[src/rtl/caf_framer_pkg.sv]
// Shared definitions for the CAF capture framer: FSM states and the tdata field layout.
// The CAF core unpacks tdata with these same offsets.
package caf_framer_pkg;

  typedef enum logic [1:0] {
    IDLE    = 2'd0,
    COLLECT = 2'd1,
    DRAIN   = 2'd2,
    DONE    = 2'd3
  } state_t;

  localparam int TDATA_W = 32;
  localparam int XQ_LSB  = 0;

  // xi sits directly above xq in tdata
  function automatic int xi_lsb(input int q_bits);
    return XQ_LSB + q_bits;
  endfunction

endpackage

[src/rtl/caf_sample_fifo.sv]
// Elastic sample FIFO. The head entry is presented through a registered read port,
// and it stays counted as occupancy until it is popped.
module caf_sample_fifo #(
  parameter int W  = 24,
  parameter int AW = 4
) (
  input  logic         clk,
  input  logic         rst_n,
  input  logic         push,
  input  logic [W-1:0] din,
  input  logic         pop,
  output logic         full,
  output logic         empty,
  output logic         rd_valid,
  output logic [W-1:0] rd_data
);
  localparam int DEPTH = 2 ** AW;

  logic [W-1:0] mem [DEPTH];
  logic [AW:0]  wptr;
  logic [AW:0]  rptr;
  logic [AW:0]  rptr_nxt;

  assign rptr_nxt = rptr + (AW + 1)'(pop);
  assign empty    = (wptr == rptr);
  assign full     = (wptr[AW] != rptr[AW]) && (wptr[AW-1:0] == rptr[AW-1:0]);

  always_ff @(posedge clk) begin
    if (push) mem[wptr[AW-1:0]] <= din;
  end

  // Head is chosen from entries already in memory, so a fresh push reaches rd_data one edge later
  always_ff @(posedge clk or negedge rst_n) begin
    if (!rst_n) begin
      wptr     <= '0;
      rptr     <= '0;
      rd_valid <= 1'b0;
      rd_data  <= '0;
    end else begin
      if (push) wptr <= wptr + (AW + 1)'(1);
      rptr     <= rptr_nxt;
      rd_valid <= (wptr != rptr_nxt);
      if (wptr != rptr_nxt) rd_data <= mem[rptr_nxt[AW-1:0]];
    end
  end

endmodule

[src/rtl/caf_capture_framer.sv]
// Frames exactly CAP_LEN I/Q samples per start request into a 32-bit AXI-stream,
// absorbing backpressure in an elastic FIFO and counting dropped samples.
module caf_capture_framer
  import caf_framer_pkg::*;
#(
  parameter int I_BITS   = 12,
  parameter int Q_BITS   = 12,
  parameter int CAP_LEN  = 1024,
  parameter int CNT_BITS = 11,
  parameter int FIFO_AW  = 4,
  parameter int OVF_BITS = 16
) (
  input  logic                clk,
  input  logic                rst_n,
  input  logic                start,
  input  logic                sample_valid,
  input  logic [I_BITS-1:0]   xi,
  input  logic [Q_BITS-1:0]   xq,
  output logic [TDATA_W-1:0]  s_axis_tdata,
  output logic                s_axis_tvalid,
  input  logic                m_axis_tready,
  output logic                busy,
  output logic                frame_done,
  output logic [OVF_BITS-1:0] ovf_count
);
  localparam int SAMPLE_W = I_BITS + Q_BITS;
  localparam int XI_LSB   = xi_lsb(Q_BITS);
  localparam logic [CNT_BITS-1:0] CAP_CNT  = CNT_BITS'(CAP_LEN);
  localparam logic [CNT_BITS-1:0] LAST_CNT = CNT_BITS'(CAP_LEN - 1);

  state_t                state;
  logic [CNT_BITS-1:0]   in_cnt;
  logic [CNT_BITS-1:0]   out_cnt;
  logic                  fifo_full;
  logic                  fifo_empty;
  logic                  rd_valid;
  logic [SAMPLE_W-1:0]   rd_data;
  logic                  accept_in;
  logic                  push;
  logic                  pop;

  // A pop on the same edge frees a slot, so a full FIFO still accepts the sample
  assign accept_in = (state == COLLECT) && sample_valid && (in_cnt != CAP_CNT);
  assign pop       = rd_valid && m_axis_tready;
  assign push      = accept_in && (!fifo_full || pop);

  caf_sample_fifo #(
    .W  (SAMPLE_W),
    .AW (FIFO_AW)
  ) u_fifo (
    .clk      (clk),
    .rst_n    (rst_n),
    .push     (push),
    .din      ({xi, xq}),
    .pop      (pop),
    .full     (fifo_full),
    .empty    (fifo_empty),
    .rd_valid (rd_valid),
    .rd_data  (rd_data)
  );

  always_comb begin
    s_axis_tdata = '0;
    s_axis_tdata[XQ_LSB +: Q_BITS] = rd_data[Q_BITS-1:0];
    s_axis_tdata[XI_LSB +: I_BITS] = rd_data[SAMPLE_W-1:Q_BITS];
  end

  assign s_axis_tvalid = rd_valid;
  assign busy          = (state != IDLE);

  always_ff @(posedge clk or negedge rst_n) begin
    if (!rst_n) begin
      state      <= IDLE;
      in_cnt     <= '0;
      out_cnt    <= '0;
      ovf_count  <= '0;
      frame_done <= 1'b0;
    end else begin
      frame_done <= 1'b0;
      if (pop) out_cnt <= out_cnt + CNT_BITS'(1);
      case (state)
        IDLE: begin
          if (start) begin
            in_cnt    <= '0;
            out_cnt   <= '0;
            ovf_count <= '0;
            state     <= COLLECT;
          end
        end
        COLLECT: begin
          if (push) begin
            in_cnt <= in_cnt + CNT_BITS'(1);
          end else if (accept_in && ovf_count != '1) begin
            ovf_count <= ovf_count + OVF_BITS'(1);
          end
          if (in_cnt == CAP_CNT) state <= DRAIN;
        end
        DRAIN: begin
          // Leave on the edge that transfers the final beat so frame_done follows it directly
          if (pop && out_cnt == LAST_CNT && !(fifo_empty && rd_valid)) begin
            state      <= DONE;
            frame_done <= 1'b1;
          end
        end
        DONE:    state <= IDLE;
        default: state <= IDLE;
      endcase
    end
  end

endmodule

[config.mk]
export PLATFORM = sky130hd
export DESIGN_NAME = caf_capture_framer
export DESIGN_NICKNAME = d
export VERILOG_FILES = /design/src/rtl/caf_framer_pkg.sv /design/src/rtl/caf_sample_fifo.sv /design/src/rtl/caf_capture_framer.sv
export SDC_FILE = /design/constraint.sdc
export NUM_CORES = 1
export LEC_CHECK = 0
export BUFFER_PORTS_ARGS = -buffer_cell sky130_fd_sc_hd__buf_2
export CORE_MARGIN = 1
export CORE_UTILIZATION = 45
export CTS_BUF_LIST = sky130_fd_sc_hd__clkbuf_4 sky130_fd_sc_hd__clkbuf_8
export DETAILED_ROUTE_END_ITERATION = 10
export SLEW_MARGIN = 20
export SYNTH_ARGS = -nofsm -noshare
export SYNTH_HDL_FRONTEND = slang
export SYNTH_SLANG_ARGS = --single-unit
[constraint.sdc]
create_clock -name clk -period 5.1 [get_ports clk]
set_clock_uncertainty 0.15 [all_clocks]
set_input_delay 0.51 -clock clk [delete_from_list [all_inputs] [get_ports clk]]
set_output_delay 0.51 -clock clk [all_outputs]
set_load 0.01 [all_outputs]
Word level (Yosys, flattened, before mapping)
Memories as Yosys holds them, arrays and structs flattened. A register that Yosys moved wholly into a read port is not among the register bits.
Cells that the tools add are included.
{"block": "totals", "regBits": 52, "latchBits": 0, "ramBits": 384, "mem_bits_ro": 0, "wordCells": 68, "n_memories": 1}
{"block": "op_classes", "add_sub_neg": 5, "mul": 0, "div_mod_pow": 0, "n_lt_le_gt_ge": 0, "n_eq_ne": 17, "shift": 0, "muxes": 18, "n_bitwise": 0, "reduce_logical": 19}
{"memory": "u_fifo.mem", "depth": 16, "width": 24, "rd": 1, "rd_clocked_by_memory_dff": 1, "write_ports": 1, "line_no": "caf_sample_fifo.sv:19", "rtl": "logic [W-1:0] mem [DEPTH];"}
{"operator": "11-bit 2-to-1 mux", "count": 5}
{"operator": "16-bit 2-to-1 mux", "count": 3}
{"operator": "16-bit case mux with 2 select lines", "count": 1}
{"operator": "11-bit by 1-bit adder with 11-bit output (second input constant)", "count": 2}
{"operator": "11-bit case mux with 2 select lines", "count": 1}
{"operator": "16-bit by 1-bit adder with 16-bit output (second input constant)", "count": 1}
{"operator": "16-bit != test (second input constant)", "count": 1}
{"operator": "11-bit by 10-bit == test with 1-bit output (second input constant)", "count": 1}
{"operator": "11-bit == test (second input constant)", "count": 1}
{"operator": "11-bit != test (second input constant)", "count": 1}
{"operator": "1-bit logical AND", "count": 9}
{"operator": "2-bit != test (second input constant)", "count": 4}
{"operator": "2-bit case mux with 4 select lines", "count": 1}
{"operator": "2-bit 2-to-1 mux", "count": 3}
{"operator": "3-bit AND reduction", "count": 2}
{"operator": "5-bit by 1-bit adder with 5-bit output", "count": 1}
{"operator": "5-bit by 1-bit adder with 5-bit output (second input constant)", "count": 1}
{"operator": "5-bit == test", "count": 1}
{"operator": "5-bit != test", "count": 1}
{"operator": "2-bit == test (second input constant)", "count": 2}
{"operator": "4-bit == test", "count": 1}
{"operator": "1-bit 2-to-1 mux", "count": 4}
{"operator": "2-bit by 1-bit != test with 1-bit output (second input constant)", "count": 2}
{"operator": "4-bit AND reduction", "count": 1}
{"operator": "other kinds (6)", "count": 9}

Depth between registers and ports, before layout
Gate-level depths: netlist (run 1).
{"block": "depth", "ltp_word": 7, "mapped_depth": 11, "mapped_depth_nobuf": 9}

Hierarchy
A second synthesis (run 1) with hierarchy kept.
{"block": "unflattened", "cells_unflattened": 964, "hier_area_um2": 18537.8}
{"mod": "caf_sample_fifo", "instances": 1, "cells_each": 706, "area_each_um2": 16155.5, "seq_area_each_um2": 12406.9}
{"mod": "caf_capture_framer", "instances": 1, "cells_each": 258, "area_each_um2": 2382.3, "seq_area_each_um2": 1026.0}

Worst setup path before layout (run 1)
No wires, ideal clock.
{"block": "synth_path", "path_kind": "reg2reg", "start": "register in_cnt[0]", "end": "memory u_fifo.mem[3][0] (enable)", "arrival_ps": 3060, "t_required_ps": 4515, "path_slack_ps": 1455, "path_stages_with_launch": 8, "path_buffers": 0, "cell_sequence": "dfrtp_1 -> inv_1 -> ha_1 -> nor4bb_1 -> a31oi_1 -> a21boi_4 -> nand2_1 -> nor3_1"}
{"block": "synth_via", "elab_chain_len": 5}
{"element": "start, declared", "line_no": "caf_capture_framer.sv:32", "rtl": "logic [CNT_BITS-1:0] in_cnt;"}
{"element": "start signal, assigned", "line_no": "caf_capture_framer.sv:92", "rtl": "in_cnt <= in_cnt + CNT_BITS'(1);"}
{"element": "11-bit != test", "line_no": "caf_capture_framer.sv:43", "rtl": "assign accept_in = (state == COLLECT) && sample_valid && (in_cnt != CAP_CNT);"}
{"element": "1-bit logical AND", "line_no": "caf_capture_framer.sv:43"}
{"element": "1-bit logical AND", "line_no": "caf_capture_framer.sv:45", "rtl": "assign push = accept_in && (!fifo_full || pop);"}
{"element": "1-bit 2-to-1 mux", "line_no": "caf_sample_fifo.sv:29", "rtl": "if (push) mem[wptr[AW-1:0]] <= din;"}
{"element": "1-bit 2-to-1 mux (implied by the code)", "line_no": "caf_sample_fifo.sv:29"}
{"element": "end, declared", "line_no": "caf_sample_fifo.sv:19"}
No other way between the ends.

Worst setup path in the final report (run 1)
{"block": "layout_path", "start": "register in_cnt[0]", "end": "memory u_fifo.mem[0][9] (enable)"}
The elaborated chain is that of the path after synthesis.

==> results.md, run 1 <==
* Worst Min Path Start: xi[1]
* CTS Buf Count at 76
* PD cells at 577 mW/mm^2
* Grt ovf at 0
* Static Leak at between 7 and 8 nW
* CTS tree: yes
* GRT Util Overall at 19.9%
* Post-Syn Instances at 1048
* Final min period at approximately 3.3 ns
* CTS resizes at 0
* Crit path capture type: flip-flop
* Yosys cell types at 62
* Via/cell ratio at approximately 5.5
* First-pass GRT wire length at 61200 um
* Fmax at 299 MHz
* Slew Viols, Final at 0
* Die width at 205 um
* Worst EP required at 5.25 ns
* Area grow syn2layout at 14.2%
* Commonest non-fill, non-tap cell in the layout: edfxtp_1
* Clk buf depth at 3
* Max-cap violation count at 0
* R2R Path Start: in_cnt[0]
* H-tree depth at 3
* Nets at 1213
* #FFs+latches synth at between 400 and 500
* CP bufs+invs at 2
* Die H at 205 um
* Cell Chain, Critical Path: inv_1, ha_1, nor4bb_1, a31oi_1, a21boi_4, nand2_1, nor3_2, buf_4
* Via count of the first global-routing pass at 10182
* Root Buffer: clkbuf_8
* Antenna-violating nets left at 0
* FFs w/ async S/R, synth at 16.5%
* Share of layout cells above drive strength 1 at a little under a third
* Register area at 0.0134 mm^2
* Reg2reg end: u_fifo.mem[0][9]
* Largest stage delay, worst path at between 0.8 and 0.9 ns
* CP arrival at 3.50 ns
* Tcrit/Tclk final at ~66%
* CP Launch Type: flip-flop
* WHS at roughly 0.11 ns
* Failing checks: design-rule violations
* Core Rows at 74
* Clk slew on worst S/H paths at around 0.060 ns
* Hold Path Class: input port to flip-flop
* Critical-path maximum fanout at 10
* Flop2flop setup slack at roughly 1.8 ns
* Clk sinks at 460
* Worst r2r path cells at 8
* TNS Setup at 0 ns
* Ys flop type: edfxtp_1
* Initial antenna violation count at 3
* Power Total at around 12 mW
* Wire per inst at between 20 and 25 um
* CP top delay family: simple AND/OR/NAND/NOR gates
* Hold EP: u_fifo.mem[12][13]
* Sequential fraction of the synthesis area at 72.3%
* Full die area at 0.0421 mm^2
* Crit Path Category: flip-flop to flip-flop
* Core Box Area at slightly above 0.04 mm^2
* Largest net degree at the start of global routing at 98
* Post-layout util at 52.0%
* Post-Syn Area at 0.0186 mm^2
* Filler instances at 3319
* Number of synthesis warnings at 0
* Detailed Routing Iterations Pass 1 at 8
* Tightest Pin Transition at ~1.1 ns
* Footprint of the multi-input gates at 0.00498 mm^2
* Clk_lat worst skew at 0.62 ns
* Vias at 9679
* Ports at 80
* Unrepaired setup endpoints after global routing: no
* Hold Violations, Final at 0
* Final setup viols at 0
* Initial DRC Count at 838
* Worst-case vdd ir drop at 563 uV
* Max-slew headroom at about a quarter
* Commonest cells after routing, fill and taps aside: 384 x edfxtp_1, 136 x nand2_1, 96 x mux4_2
* Routability cong. at 0.801
* Syn avg cell area at 17.7 um^2
* Final Routed Wirelength at 40100 um
* Slowest cell on crit path: nor3_2
* EDFF count, synth at between 300 and 400
* Post-DP HPWL at 21400 um
* Residual DRC at 2
* Port buffer count at 71
* Final instance area at 0.0212 mm^2
* Placed standard-cell area at ~0.02 mm^2
* Number of cells on the worst hold path at 1
* Status: complete, but fails checks
* Initial Util at a little under half
## synthesized netlist by cell type, drive strengths merged (2+ instances only)
| master | number | area [um^2] |
|---|---|---|
| a21boi | 4 | 41.3 |
| a21oi | 9 | 56.3 |
| a22o | 2 | 17.5 |
| a2bb2oi | 3 | 26.3 |
| a31oi | 34 | 213 |
| and2 | 2 | 12.5 |
| and3 | 39 | 244 |
| and4b | 2 | 20.0 |
| buf | 34 | 223 |
| clkbuf | 23 | 87.6 |
| dfrtp | 76 | 1900 |
| edfxtp | 384 | 11500 |
| ha | 13 | 163 |
| inv | 12 | 45.0 |
| mux2 | 25 | 353 |
| mux4 | 96 | 2160 |
| nand2 | 136 | 510 |
| nand2b | 5 | 31.3 |
| nand3 | 27 | 140 |
| nand4 | 4 | 31.3 |
| nor2 | 34 | 130 |
| nor3 | 6 | 30.0 |
| nor4 | 3 | 40.0 |
| o211ai | 5 | 37.5 |
| o21a | 3 | 23.8 |
| o21ai | 18 | 93.8 |
| or3 | 3 | 18.8 |
| or4 | 2 | 15.0 |
| or4b | 2 | 20.0 |
| xnor2 | 11 | 96.3 |
| xor2 | 16 | 140 |
## power by group
group / internal [mW] / switching, mW
Clock: 1.71 / 1.42
Combinational: 2.18 / 2.31
Sequential: 4.40 / 0.245
Total: 8.28 / 3.98
## flip-flops by register name (all words and copies together) (netlist names)
register         flops
state                2
ovf_count           16
u_fifo.rptr          5
u_fifo.rd_valid      1
frame_done           1
u_fifo.rd_data      24
out_cnt             11
u_fifo.mem         384
in_cnt              11
u_fifo.wptr          5
## worst max path at each step
| stage | from | to | slack (ns) | depth (start not counted) |
|---|---|---|---|---|
| 2_1_floorplan | in_cnt[0] | u_fifo.mem[3][0] | 1.45 | 7 |
| 3_3_place_gp | m_axis_tready | u_fifo.rd_data[1] | 1.63 | 10 |
| 3_5_place_dp | m_axis_tready | u_fifo.rd_data[3] | 1.57 | 10 |
| 4_1_cts | in_cnt[0] | u_fifo.mem[0][9] | 1.72 | 8 |
| 5_1_grt | in_cnt[0] | u_fifo.mem[0][9] | 1.58 | 8 |
| 6_report | in_cnt[0] | u_fifo.mem[0][9] | 1.75 | 8 |
## layout make-up
| type | count | area share [%] |
|---|---|---|
| flip-flops and latches | 460 | 63.2 |
| multi-input cells | 526 | 23.4 |
| clock buffers | 111 | 6.34 |
| well taps | 532 | 3.13 |
| repair buffers | 95 | 2.97 |
| clock inverters | 23 | 0.636 |
| inverters | 12 | 0.212 |
| diodes | 1 | 0.0118 |
## routing by layer
| metal | share of wire (%) | up-vias | GRT usage, % |
|---|---|---|---|
| li1 | - | 4359 | - |
| met1 | 45 | 5039 | 27.0 |
| met2 | 49 | 218 | 32.7 |
| met3 | 4.5 | 59 | 3.63 |
| met4 | 1.7 | 4 | 6.01 |
| met5 | 0.055 | - | 0 |
## cell families after synthesis
logic type | after synthesis | share of synthesized area [%]
adder cells (fa/ha/maj) | 13 | 0.875
XOR/XNOR | 27 | 1.27
AND/OR/NAND/NOR | 268 | 6.82
multiplexers | 122 | 13.6
buffers and inverters | 69 | 1.91
AO/OA/AOI/OAI | 88 | 3.27
other | 1 | 0.0202
flip-flops | 460 | 72.3
## what timing repair did
| action | CTS | global route |
|---|---|---|
| endpoints found under the hold margin | 18 | 0 |
| hold buffers | 1 | 0 |
| setup buffers | 0 | 0 |
| setup endpoints to repair | 0 | 0 |
## per-stage QoR
stage	std cells	worst slack (ns)
floorplan	1055	1.45
global route	1759	1.58
finish	1760	1.75
detailed placement	1624	1.57
global placement	1621	1.63
CTS	1759	1.72
(Power assumes the default switching activity.)
==> inputs of run 2 (changes only) <==
Settings changed: ABC_AREA from default to 1.
Clock period 5.1 ns to 3.3 ns, I/O delays scaled along.
==> run 2 against run 1 <==
  * The flow now finishes without violations
  * Power is 69% higher
  * First-iteration DRC count is 64% higher
  * Combinational power is 90% higher
  * Clock power is 61% higher
  * Area after synthesis is 4.2% higher
  * Hold slack better by 0.059 ns
  * Final area is 5.9% higher
  * Sequential share of layout area is 3.5 points lower
  * Setup slack worse by 1.2 ns
==> results.md, run 2 <==
* Status: completed (was complete, but fails checks)
* Share of the synthesized area in the top cell type at 59.6% (was 62.0%)
* GRT Util Overall at 23.3% (was 19.9%)
* Ports at 80 (unchanged)
* Largest stage delay, worst path at 0.62 ns (was 0.86 ns)
* Commonest non-fill, non-tap cell in the layout: nor2_1 (was edfxtp_1)
* #FFs+latches synth at 460 (unchanged)
* Max FFs per register at 384 (unchanged)
* Core Rows at 75 (was 74)
* Filler instances at 3662 (was 3319)
* EDFF count, synth at 384 (unchanged)
* Detailed Routing Iterations Pass 1 at 6 (was 8)
* Fmax at 361 MHz (was 299 MHz)
* Final Routed Wirelength at 50300 um (was 40100 um)
* Final instance area at 0.0225 mm^2 (was 0.0212 mm^2)
* Area grow syn2layout at 16.2% (was 14.2%)
* Yosys cell types at 29 (was 62)
* Ys flop type: edfxtp_1 (unchanged)
* Port buffer count at 71 (unchanged)
* Placed standard-cell area at 0.0207 mm^2 (was 0.0197 mm^2)
* PD cells at 920 mW/mm^2 (was 577 mW/mm^2)
* Cell taking the most area after synthesis: edfxtp_1 (unchanged)
* Max-cap violation count at 0 (unchanged)
* CP top delay family: buffers and inverters (was simple AND/OR/NAND/NOR gates)
* Tcrit/Tclk final at 83.9% (was 65.7%)
* Clk slew on worst S/H paths at 0.06 ns (about the same)
* Sequential fraction of the synthesis area at 69.4% (was 72.3%)
* Most frequent cell after synthesis: nor2_1 (was edfxtp_1)
* Top cells by count, synth: 427 x nor2_1, 384 x edfxtp_1, 237 x nand2_1 (was 384 x edfxtp_1, 136 x nand2_1, 96 x mux4_2)
* Hold Path Class: input port to flip-flop (unchanged)
* Cell mode on critical path: nand2_1
* First-pass GRT wire length at 77300 um (was 61200 um)
* Grt ovf at 0 (unchanged)
* Die width at 209 um (was 205 um)
* Post-layout util at 53.3% (was 52.0%)
* Initial antenna violation count at 0 (was 3)
* N_diodes at 0 (was 1)
* Tightest Pin Transition at 0.878 ns (was 1.10 ns)
* Final min period at 2.77 ns (was 3.35 ns)
* Crit path capture type: flip-flop (unchanged)
* Root Buffer: clkbuf_8 (unchanged)
* Worst-case vdd ir drop at 847 uV (was 563 uV)
* Via count of the first global-routing pass at 13244 (was 10182)
* Clk buf depth at 3 (unchanged)
* Max-slew headroom at 41.5% (was 26.7%)
* Area contributors post-synth: edfxtp_1 60%, dfrtp_1 9.8%, nor2_1 8.3%, o21ai_0 5.2%, nand2_1 4.6% (was edfxtp_1 62%, mux4_2 12%, dfrtp_1 10%, nand2_1 2.7%, mux2_4 1.5%)
* Post-CTS setup buffers at 0 (unchanged)
* Clk_lat worst skew at 0.65 ns (was 0.62 ns)
* Core Box Area at 0.0422 mm^2 (was 0.0408 mm^2)
* Antenna-violating nets left at 0 (unchanged)
* Post-Syn Area at 0.0194 mm^2 (was 0.0186 mm^2)
* CP Launch Type: flip-flop (unchanged)
* Syn avg cell area at 11.0 um^2 (was 17.7 um^2)
* Final setup viols at 0 (unchanged)
* Commonest cells after routing, fill and taps aside: 410 x nor2_1, 384 x edfxtp_1, 237 x nand2_1 (was 384 x edfxtp_1, 136 x nand2_1, 96 x mux4_2)
* Initial Util at 45.9% (was 45.5%)
* Die H at 209 um (was 205 um)
* Crit Path Category: flip-flop to flip-flop (unchanged)
* Slowest cell on crit path: buf_4 (was nor3_2)
* Residual DRC at 0 (was 2)
* Static Leak at 8.36 nW (was 7.49 nW)
* Nets at 1937 (was 1213)
* CP bufs+invs at 2 (unchanged)
* CTS Buf Count at 78 (was 76)
* Post-Syn Instances at 1766 (was 1048)
* Worst EP required at 3.68 ns (was 5.25 ns)
* CP arrival at 3.15 ns (was 3.50 ns)
* Vias at 13572 (was 9679)
* Cell Chain, Critical Path: nand2_1, inv_1, ha_4, ha_4, xor2_4, buf_4, nand3_1, nand3_1, nand2_1, nand2_1, nand2_1 (was inv_1, ha_1, nor4bb_1, a31oi_1, a21boi_4, nand2_1, nor3_2, buf_4)
* Share of layout cells above drive strength 1 at 13.5% (was 30.1%)
* Routability cong. at 0.875 (was 0.801)
* H-tree depth at 3 (unchanged)
* Number of synthesis warnings at 0 (unchanged)
* Clk sinks at 460 (unchanged)
* Critical-path maximum fanout at 49 (was 10)
* Full die area at 0.0439 mm^2 (was 0.0421 mm^2)
* Unrepaired setup endpoints after global routing: no (unchanged)
* Slew Viols, Final at 0 (unchanged)
* FFs w/ async S/R, synth at 16.5% (unchanged)
* Initial DRC Count at 1378 (was 838)
* Wire per inst at 20.2 um (was 22.8 um)
* CTS tree: yes (unchanged)
* TNS Setup at 0 ns (unchanged)
* Largest net degree at the start of global routing at 105 (was 98)
* Post-DP HPWL at 27800 um (was 21400 um)
* Via/cell ratio at 5.44 (was 5.50)
* Hold Violations, Final at 0 (unchanged)
## run 2: cell types whose count changed in the layout (fill, tap and decap cells not counted), moves of 19 or more
cell,delta
dlygate4sd3_1,+27
and3_1,-39
o211ai_1,+44
nand2_1,+101
nand3_1,+142
mux2_4,-19
mux4_2,-96
a31oi_1,-34
o21ai_0,+183
nor2_1,+389
inv_1,+39
## run 2: final cells by class
type,instances,area (um^2),share of cell area [%]
tap,539,674,3.00
multi-input combinational,1156,5480,24.4
timing repair buffer,143,1170,5.19
clock inverter,33,201,0.895
clock buffer,107,1330,5.91
inverter,56,213,0.945
sequential,460,13400,59.7
## run 2: logic make-up (layout without fill, tap and decap cells)
kind of cell	after synthesis	in the layout	synth area share [%]
and+or+nand+nor	848	848	17.7
AOI/OAI and AO/OA	264	264	7.56
other	1	8	0.0194
adders and majority gates	13	13	0.840
xor gates and xnor gates	23	23	1.08
DFF	460	460	69.4
buffers and inverters	157	339	3.39
## run 2: what timing repair did
action / 4_1_cts / 5_1_grt
hold buffers: 28 / 0
hold endpoints to repair: 444 / 0
gates resized for setup: 0 / 0
## run 2: where the power goes
group	switching [mW]	total (mW)	leakage (nW)	internal, mW
logic	5.88	8.55	3.13	2.67
clock network	2.29	5.05	0.809	2.76
registers	0.341	7.11	4.43	6.77
total	8.51	20.7	8.36	12.2
## run 2: worst min-delay path, stage by stage
cell	delay, ns
buf_2	0.10
nand2_1	0.07
nor2_1	0.07
nand2_1	0.09
buf_4	0.17
xor2_1	0.07
## run 2: stage by stage
stage / setup slack (ns) / hold slack, ns / std cells / power [mW]
2_1_floorplan: 0.199 / -0.116 / 1773 / 12.7
3_3_place_gp: 0.541 / 0.328 / 2326 / 15.7
3_5_place_dp: 0.508 / 0.338 / 2326 / 15.7
4_1_cts: 0.530 / 0.113 / 2494 / 20.8
5_1_grt: 0.336 / 0.177 / 2494 / 22.0
6_report: 0.532 / 0.166 / 2494 / 20.7
## run 2: layer usage
layer	share of wire, %	GRT usage (%)	vias to the layer above
met4	2.3	7.12	0
met3	6.4	4.70	95
met5	0	0	-
met2	47	37.1	430
met1	45	32.2	6669
li1	-	-	6378
## run 2: path summary, 6_finish.rpt
check / depth (start not counted) / startpoint / to / slack, ns
hold reg to reg: 2 / state[1] / state[1] / 0.36
setup / recovery: 11 / u_fifo.rd_valid / u_fifo.rd_data[3] / 0.53
max in group asynchronous: 3 / rst_n / u_fifo.wptr[4] / 2.08
hold / removal: 6 / sample_valid / u_fifo.wptr[0] / 0.17
min in group asynchronous: 2 / rst_n / u_fifo.rd_data[22] / 0.19
setup reg to reg: 11 / u_fifo.rd_valid / u_fifo.rd_data[3] / 0.53
==> inputs of run 3 (changes only) <==
Settings changed: ABC_AREA 1 to 0.
Clock period 3.3 ns to 2.7 ns, I/O delays scaled along.
==> run 3 against run 2 <==
  * The run now ends with design-rule violations left
  * Clock power grew 23%
  * Clock-buffer cell count grew 5
  * Critical path depth fell by 2
  * First-iteration DRC count decreased by 42%
  * Hold slack got worse by 0.12 ns
  * Wire length shrank 17%
  * Combinational power is 23% higher
  * Largest power group unchanged
  * Sequential power up 22%
  * Non-clock buffer count increased by 46
==> results.md, run 3 (same netlist as run 1, synthesis figures left out) <==
* Initial Util at 45.5% (was 45.9%)
* Final Routed Wirelength at 41900 um (was 50300 um)
* Share of layout cells above drive strength 1 at 33.7% (was 13.5%)
* Tcrit/Tclk final at 95.4% (was 83.9%)
* Clk slew on worst S/H paths at 0.06 ns (about the same)
* Detailed Routing Iterations Pass 1 at 8 (was 6)
* Full die area at 0.0421 mm^2 (was 0.0439 mm^2)
* Worst EP required at 3.05 ns (was 3.68 ns)
* Worst-case vdd ir drop at 610 uV (was 847 uV)
* Post-Place Worst Slack at 0.0739 ns (was 0.508 ns)
* Max FFs per register at 384 (unchanged)
* CP Launch Type: flip-flop (unchanged)
* Power Total at 25.4 mW (was 20.7 mW)
* Ports at 80 (unchanged)
* Commonest cells after routing, fill and taps aside: 384 x edfxtp_1, 136 x nand2_1, 96 x mux4_2 (was 410 x nor2_1, 384 x edfxtp_1, 237 x nand2_1)
* Slew Viols, Final at 0 (unchanged)
* Vias at 10180 (was 13572)
* Placed standard-cell area at 0.0206 mm^2 (was 0.0207 mm^2)
* Core Box Area at 0.0408 mm^2 (was 0.0422 mm^2)
* Hold Path Class: input port to flip-flop (unchanged)
* Cell count after placement at 1679 (was 2326)
* Die width at 205 um (was 209 um)
* Final Non-Filler Cells at 1860 (was 2494)
* Via/cell ratio at 5.47 (was 5.44)
* Crit path setup slack, layout at 0.124 ns (was 0.532 ns)
* Wire per inst at 22.5 um (was 20.2 um)
* Status: complete, but fails checks (was completed)
* Clk sinks at 460 (unchanged)
* Routability cong. at 0.771 (was 0.875)
* Hold Violations, Final at 0 (unchanged)
* Final min period at 2.58 ns (was 2.77 ns)
* Max-slew headroom at 60.0% (was 41.5%)
* Port buffer count at 71 (unchanged)
* Final setup viols at 0 (unchanged)
* CTS tree: yes (unchanged)
* H-tree depth at 3 (unchanged)
* First-pass GRT wire length at 63900 um (was 77300 um)
* Failing checks: design-rule violations
* Via count of the first global-routing pass at 10498 (was 13244)
* Area grow syn2layout at 21.3% (was 16.2%)
* Grt ovf at 0 (unchanged)
* CP arrival at 2.93 ns (was 3.15 ns)
* Tightest Pin Transition at 0.600 ns (was 0.878 ns)
* Largest net degree at the start of global routing at 42 (was 105)
* Antenna-violating nets left at 0 (unchanged)
* PD cells at 1120 mW/mm^2 (was 920 mW/mm^2)
* GRT Util Overall at 20.7% (was 23.3%)
* Static Leak at 8.12 nW (was 8.36 nW)
* Initial antenna violation count at 0 (unchanged)
* Nets at 1309 (was 1937)
* Max-cap violation count at 0 (unchanged)
* N_diodes at 0 (unchanged)
* Critical-path maximum fanout at 18 (was 49)
* Unrepaired setup endpoints after global routing: no (unchanged)
* Clk_lat worst skew at 0.62 ns (was 0.65 ns)
* Final instance area at 0.0226 mm^2 (was 0.0225 mm^2)
* Core Rows at 74 (was 75)
* CTS Buf Count at 78 (unchanged)
* Commonest non-fill, non-tap cell in the layout: edfxtp_1 (was nor2_1)
* Residual DRC at 1 (was 0)
* Initial DRC Count at 796 (was 1378)
* Post-DP HPWL at 24400 um (was 27800 um)
* Crit Path Category: flip-flop to flip-flop (unchanged)
* TNS Setup at 0 ns (unchanged)
* Crit path capture type: flip-flop (unchanged)
* Root Buffer: clkbuf_8 (unchanged)
* Die H at 205 um (was 209 um)
* Clk buf depth at 3 (unchanged)
* Fmax at 388 MHz (was 361 MHz)
-- run 3: cell count changes in the layout (fill, tap and decap cells not counted), sizes merged, moves of 47 or more --
| cell | before | now |
|---|---|---|
| nand2 | 238 | 136 |
| buf | 115 | 162 |
| nand3 | 169 | 27 |
| o21ai | 201 | 18 |
| mux4 | 0 | 96 |
| nor2 | 427 | 34 |
-- run 3: worst paths after layout --
check                                     start                 end  slack (ns)  depth (start not counted)
worst max-delay path            u_fifo.rd_valid   u_fifo.rd_data[1]        0.12                          9
worst min register to register   u_fifo.rptr[4]      u_fifo.rptr[4]        0.34                          1
max in group asynchronous                 rst_n  u_fifo.rd_data[17]        1.68                          3
min in group asynchronous                 rst_n          out_cnt[5]        0.06                          2
worst min-delay path              m_axis_tready          out_cnt[0]        0.05                          5
worst max register to register  u_fifo.rd_valid   u_fifo.rd_data[1]        0.12                          9
-- run 3: area by class of cell --
class / instances / area (um^2)
fill: 3222 / 18300
sequential: 460 / 13400
multi-input combinational: 526 / 5010
timing repair buffer: 189 / 1850
clock buffer: 112 / 1370
tap: 532 / 666
clock inverter: 29 / 181
inverter: 12 / 45.0
-- run 3: through the flow --
step	utilization [%]	hold slack, ns
2_1_floorplan	-	-0.176
3_3_place_gp	50.4	0.166
3_5_place_dp	50.4	0.172
4_1_cts	54.9	0.0109
5_1_grt	55.2	0.0431
6_report	55.2	0.0478
-- run 3: metal layers --
layer  track usage [%]  vias up  wire length (um)
li1                  -     4557                 -
met3              3.96       66              2220
met2              32.8      295             20000
met5                 0        -                 0
met1              29.2     5262             18900
met4              6.03        0               761
-- run 3: repair_timing --
item / 4_1_cts / 5_1_grt
setup buffers: 0 / 13
resized for setup: 0 / 3
hold buffers: 26 / 0
hold endpoints to repair: 462 / 0
setup endpoints to repair: 0 / 6
-- run 3: power breakdown --
| group | internal [mW] | switching (mW) | leakage [nW] |
|---|---|---|---|
| logic | 5.49 | 4.98 | 2.86 |
| registers | 8.31 | 0.395 | 4.42 |
| clock network | 3.39 | 2.80 | 0.831 |
-- run 3: worst max-delay path, cell delays in order, from the launching register on --
cell     delay, ns
dfrtp_1       0.37
and2_4        0.17
ha_4          0.31
buf_4         0.14
buf_12        0.18
mux4_2        0.52
nand2_1       0.08
and3_1        0.19
a31oi_1       0.06
mux2_4        0.26
